--- config.mk ---
export PLATFORM = sky130hd
export DESIGN_NAME = mac_gate_ctrl
export DESIGN_NICKNAME = d
export VERILOG_FILES = /design/src/rtl/mac_gate_ctrl.sv
export SDC_FILE = /design/constraint.sdc
export NUM_CORES = 1
export LEC_CHECK = 0
export BUFFER_PORTS_ARGS = -buffer_cell sky130_fd_sc_hd__buf_2
export CAP_MARGIN = 10
export CORE_MARGIN = 3
export CORE_UTILIZATION = 30
export CTS_CLUSTER_SIZE = 12
export DETAILED_ROUTE_END_ITERATION = 7
export SLEW_MARGIN = 20
export SYNTH_ARGS = -nofsm -noshare
export SYNTH_HDL_FRONTEND = slang
export SYNTH_SLANG_ARGS = --single-unit
--- constraint.sdc ---
create_clock -name clk -period 1.6 [get_ports clk]
set_input_delay 0 -clock clk [delete_from_list [all_inputs] [get_ports clk]]
set_output_delay 0 -clock clk [all_outputs]
set_load 0.1 [all_outputs]
--- src/rtl/mac_gate_ctrl.sv ---
// -----------------------------------------------------------------------------
// mac_gate_ctrl
//
// Operand-isolation controller placed directly upstream of the MAC gating
// latches. It turns an activation/weight beat stream into latch enables:
//   * weights latch only when a load_w beat arrives,
//   * activations latch only when the resulting product is non-zero,
//   * zero products are flagged (zero_skip) so the MAC adds 0 while its
//     operand latches stay frozen.
// After IDLE_CYC consecutive empty cycles in RUN the controller returns to
// IDLE. All outputs are registered, so a beat sampled at edge N shows up
// right after edge N. There is no backpressure, so one beat is accepted
// every cycle.
//
// Optional build macro: MAC_GATE_STATS_EN
//   defined   -> saturating 16-bit counters of issued and skipped products.
//                clr_cnt clears both counters and wins over an increment.
//   undefined -> cnt_active and cnt_skip are tied to 0 and clr_cnt is ignored.
//
// Parameters
//   bw        operand width (signed)
//   IDLE_CYC  empty RUN cycles before the return to IDLE (1..255)
//
// Ports
//   clk        rising-edge clock
//   reset      synchronous, active-high reset
//   valid_in   input beat valid
//   load_w     with valid_in: the beat carries a new weight (act_in ignored)
//   act_in     signed activation
//   wgt_in     signed weight
//   clr_cnt    synchronous statistics clear
//   act_en     activation latch enable (single-cycle pulse)
//   act_q      activation presented to the latch; changes only with act_en
//   wgt_en     weight latch enable (single-cycle pulse)
//   wgt_q      weight presented to the latch; changes only with wgt_en
//   mac_valid  downstream MAC performs one accumulate this cycle
//   zero_skip  the accumulate must add 0; operands are held
//   busy       controller is not in IDLE
//   cnt_active non-zero products issued
//   cnt_skip   zero products skipped
// -----------------------------------------------------------------------------
module mac_gate_ctrl #(
    parameter int bw       = 8,
    parameter int IDLE_CYC = 4
) (
    input  logic                 clk,
    input  logic                 reset,
    input  logic                 valid_in,
    input  logic                 load_w,
    input  logic signed [bw-1:0] act_in,
    input  logic signed [bw-1:0] wgt_in,
    input  logic                 clr_cnt,
    output logic                 act_en,
    output logic signed [bw-1:0] act_q,
    output logic                 wgt_en,
    output logic signed [bw-1:0] wgt_q,
    output logic                 mac_valid,
    output logic                 zero_skip,
    output logic                 busy,
    output logic [15:0]          cnt_active,
    output logic [15:0]          cnt_skip
);

    typedef enum logic [1:0] {
        IDLE  = 2'd0,
        WLOAD = 2'd1,
        RUN   = 2'd2
    } state_t;

    // Terminal value of the empty-cycle counter: reaching it on an empty
    // cycle means this is the IDLE_CYC-th consecutive empty RUN cycle.
    localparam logic [7:0] IDLE_LAST = 8'(IDLE_CYC - 1);

    state_t                state_reg, state_next;
    logic [7:0]            idle_cnt_reg, idle_cnt_next;
    logic signed [bw-1:0]  wgt_reg, wgt_next;
    logic signed [bw-1:0]  act_q_reg, act_q_next;
    logic                  act_en_reg, act_en_next;
    logic                  wgt_en_reg, wgt_en_next;
    logic                  mac_valid_reg, mac_valid_next;
    logic                  zero_skip_reg, zero_skip_next;
    logic                  prod_zero;

    // The product is zero whenever either operand is zero. The weight used
    // is the stored one, which already holds a weight loaded on the
    // previous edge, so a beat in the WLOAD cycle sees the new weight.
    assign prod_zero = (act_in == '0) || (wgt_reg == '0);

    always_comb begin
        state_next     = state_reg;
        idle_cnt_next  = idle_cnt_reg;
        wgt_next       = wgt_reg;
        act_q_next     = act_q_reg;
        act_en_next    = 1'b0;
        wgt_en_next    = 1'b0;
        mac_valid_next = 1'b0;
        zero_skip_next = 1'b0;

        // A beat is handled the same way in every state. IDLE moves
        // straight into RUN (or WLOAD) and processes the beat, and a beat
        // during WLOAD follows RUN rules, so no bubble is inserted.
        if (valid_in && load_w) begin
            wgt_next      = wgt_in;
            wgt_en_next   = 1'b1;
            state_next    = WLOAD;
            idle_cnt_next = '0;
        end else if (valid_in) begin
            mac_valid_next = 1'b1;
            state_next     = RUN;
            idle_cnt_next  = '0;
            if (prod_zero) begin
                zero_skip_next = 1'b1;
            end else begin
                act_en_next = 1'b1;
                act_q_next  = act_in;
            end
        end else begin
            case (state_reg)
                WLOAD: begin
                    state_next    = RUN;
                    idle_cnt_next = '0;
                end
                RUN: begin
                    if (idle_cnt_reg == IDLE_LAST) begin
                        state_next    = IDLE;
                        idle_cnt_next = '0;
                    end else begin
                        idle_cnt_next = idle_cnt_reg + 8'd1;
                    end
                end
                default: begin
                    // IDLE holds. The unused encoding recovers to IDLE.
                    state_next    = IDLE;
                    idle_cnt_next = '0;
                end
            endcase
        end
    end

    always_ff @(posedge clk) begin
        if (reset) begin
            state_reg     <= IDLE;
            idle_cnt_reg  <= '0;
            wgt_reg       <= '0;
            act_q_reg     <= '0;
            act_en_reg    <= 1'b0;
            wgt_en_reg    <= 1'b0;
            mac_valid_reg <= 1'b0;
            zero_skip_reg <= 1'b0;
        end else begin
            state_reg     <= state_next;
            idle_cnt_reg  <= idle_cnt_next;
            wgt_reg       <= wgt_next;
            act_q_reg     <= act_q_next;
            act_en_reg    <= act_en_next;
            wgt_en_reg    <= wgt_en_next;
            mac_valid_reg <= mac_valid_next;
            zero_skip_reg <= zero_skip_next;
        end
    end

    // The stored weight only changes on a load, which is exactly when
    // wgt_en pulses, so it can drive the weight latch input directly.
    assign wgt_q     = wgt_reg;
    assign act_q     = act_q_reg;
    assign act_en    = act_en_reg;
    assign wgt_en    = wgt_en_reg;
    assign mac_valid = mac_valid_reg;
    assign zero_skip = zero_skip_reg;
    assign busy      = (state_reg != IDLE);

`ifdef MAC_GATE_STATS_EN
    // Index 0 counts issued (non-zero) products and index 1 counts skipped
    // ones. Both use the same saturating structure.
    logic [1:0] cnt_inc;
    assign cnt_inc = {zero_skip_next, act_en_next};

    genvar gi;
    generate
        for (gi = 0; gi < 2; gi++) begin : g_cnt
            logic [15:0] cnt_reg;
            always_ff @(posedge clk) begin
                if (reset || clr_cnt) begin
                    cnt_reg <= '0;
                end else if (cnt_inc[gi] && (cnt_reg != 16'hFFFF)) begin
                    cnt_reg <= cnt_reg + 16'd1;
                end
            end
        end
    endgenerate

    assign cnt_active = g_cnt[0].cnt_reg;
    assign cnt_skip   = g_cnt[1].cnt_reg;
`else
    logic unused_clr_cnt;
    assign unused_clr_cnt = clr_cnt;
    assign cnt_active     = '0;
    assign cnt_skip       = '0;
`endif

endmodule

==> impl_metrics.yaml <==
timing:
  slew_violations: 0
  setup_viol: 0
  fin_setup_tns_ns: 0
  skew_ns: 0.004467
  finalCritPeriodShare_pct: 95.80
  slew_headroom_pct: 63.53
  worst_pin_slew_ns: 0.5452
  fin_crit_ns: 1.533
  hold_viol: 0
  rsz0062_at_grt: "no"
  max_freq_mhz: 652.4
logic_synthesis:
  synth_area_leaders: "dfxtp_1, buf_4, nand2b_1, mux2i_1, nand2_1"
  synth.distinct_cells: 27
  synth.cell_area_sq_um: 1441
  ys_warn_count: 0
  synthFlopType: "dfxtp_1"
  postSynthCellCount: 162
  synth_top_cell_by_area: "dfxtp_1"
  syn_area_per_cell_sq_um: 8.897
  synth-seq-cells: 30
  synth_top_area_share_pct: 41.67
  yosysMostFrequentCell: "buf_4"
  seq_area_frac_synth_pct: 41.67
  async_reset_ff_share_pct: 0
  synth_edf_count: 0
  yosys-top-cells-count: "buf_4, dfxtp_1, nand2_1, nand2b_1, nor2_1"
worst_hold_path:
  hp-start: "act_in[7]"
  hold_class: "input pin to flop"
  min_to: "act_q[7]$_SDFFE_PP0P_"
  holdPathStages: 3
clocking:
  ctsLongestPathBuffers: 2
  clk_latency_ns: 0.27
  cts.sinks: 30
  cts_tree: "yes"
  postCtsSetupBuffers: 0
  numCtsBuffers: 5
  clockRootBuffer: "clkbuf_8"
  clk_pin_slew_ns: 0.06
  cts.htree.levels: 2
pwr:
  power.internal_mw: 1.169
  pwr-share-seq_pct: 39.0
  p_sw_mw: 0.8545
  p_leak_nw: 0.8155
  p_clk_share_pct: 26.9
  netSwitchingFraction_pct: 42.22
  peakVddDrop_mv: 0.6228
  combPwrFrac_pct: 34.1
  power.density_nw_per_um2: 1133
setup_path:
  rr_endpoint: "act_q[4]$_SDFFE_PP0P_"
  worstSetupPathType: "input pin to flop"
  crit_fanout: 8
  crit_arrival_ns: 1.67
  r2r_start: "wgt_q[4]$_SDFFE_PP0P_"
  critPathLaunchType: "input pin"
  r2r_slack_ns: 0.11
  crit_path_end_kind: "flop"
  reg2reg_depth: 4
  cp_data_required_time_ns: 1.73
drt:
  wire_per_inst_um: 10.68
  antenna_left: 0
  via_per_inst: 4.104
  drc: 0
  drt_iter0_drc: 45
  route.final.wire_length_um: 2874
  dr.pass1.iters: 4
  via_count: 1104
floorplan:
  start_util_pct: 32.00
  die-width_um: 75.32
  rows: 24
  core-area_sq_um: 4504
  fp.dieArea_sq_um: 5672
  pin_count: 74
  chipHeight_um: 75.32
global_route:
  overflow: 0
  grt_pass1_vias: 960
  antenna_found_initial: 0
  track_usage_pct: 10.12
  grt_start_max_net_pins: 18
  grt_pass1_wl_um: 4278
placed_design:
  placed_area_sq_um: 1584
  io_buffer_count: 40
  place_congestion: 0.7991
  dp_hpwl_um: 2092
cells_and_area:
  multi_input_area_sq_um: 688.2
  syn2layout_area_growth_pct: 23.87
  nets: 239
  regArea_sq_um: 613.1
  drive_above_1_share_pct: 28.11
  final_cell_area_sq_um: 1785
  antennaDiodeCount: 0
  fillerInstances: 464
status:
  outcome: "finished, final reports clean"
flow_run:
  max_cap_viol_count: 0
## layout by cell type (no fill, tap or decap), types with 4 or more instances in the layout
cell and n:
dlygate4sd3_1 12, a21oi_1 9, conb_1 32, mux2i_1 8, nand2b_1 17, dfxtp_2 7, dfxtp_1 22, xor2_1 4
nand2_1 17, nor2_1 12, buf_2 40, nand3_1 4, or4_1 4, clkbuf_8 5
## metal layers
metal	GRT usage (%)	vias up	share of wire [%]
met4	4.466	0	1.2
met2	15.44	39	48
met1	12.08	492	43
met5	0	-	0
li1	-	569	-
met3	4.881	4	8.0
## critical path, cell delays in order
cell and delay [ns]:
dlygate4sd3_1 0.54, buf_2 0.13, or4_1 0.55, nor2_4 0.19
nor3_4 0.11, mux2i_1 0.14
## power groups by stage
stage / sequential (mW) / combinational, mW / clock [mW]
floorplan: 0.977 / 0.488 / 0
global placement: 0.806 / 0.666 / 0
detailed placement: 0.806 / 0.667 / 0
CTS: 0.790 / 0.690 / 0.566
global route: 0.793 / 0.714 / 0.602
finish: 0.790 / 0.690 / 0.544
## layout make-up
cell class | count | area share (%)
Inverter | 2 | 0.4205
Timing Repair Buffer | 54 | 18.78
Tap cell | 52 | 3.644
Sequential cell | 30 | 34.34
Multi-Input combinational cell | 124 | 38.54
Clock buffer | 7 | 4.275
## worst max path at each step
stage / from / endpoint / slack, ns / cells after the start
6_report: act_in[5] / act_q[4]$_SDFFE_PP0P_ / 0.07 / 6
3_5_place_dp: wgt_q[4]$_SDFFE_PP0P_ / act_q[4]$_SDFFE_PP0P_ / 0.11 / 4
5_1_grt: act_in[1] / act_q[5]$_SDFFE_PP0P_ / 0.04 / 6
3_3_place_gp: wgt_q[4]$_SDFFE_PP0P_ / act_q[3]$_SDFFE_PP0P_ / 0.14 / 4
4_1_cts: act_in[5] / act_q[4]$_SDFFE_PP0P_ / 0.04 / 6
2_1_floorplan: wgt_q[5]$_SDFFE_PP0P_ / act_q[0]$_SDFFE_PP0P_ / 0.008 / 4
## per-stage QoR
stage	util, %	cells	total power [mW]	hold WS, ns	setup WS (ns)
finish	39.64	269	2.024	0.004361	0.06714
global route	39.64	269	2.109	0.01076	0.04115
CTS	39.53	269	2.046	0.0004852	0.03889
detailed placement	35.17	250	1.473	0.2419	0.1051
global placement	35.17	250	1.472	0.2354	0.1385
floorplan	-	193	1.465	0.1257	0.008187
## cells by family after synthesis
group	after synthesis	synth area share, %
buffers and inverters	39	19.01
and+or+nand+nor	65	24.22
other	1	0.2602
AOI/OAI and AO/OA	12	4.774
muxes	8	5.556
DFF	30	41.67
adders and majority gates	1	0.8679
xor gates and xnor gates	6	3.646
## timing repair
item / in CTS / in global routing
hold buffers: 12 / 0
endpoints found under the setup margin: 0 / 1
gates resized for setup: 0 / 1
hold endpoints to repair: 12 / 0
(Power assumes the default switching activity.)
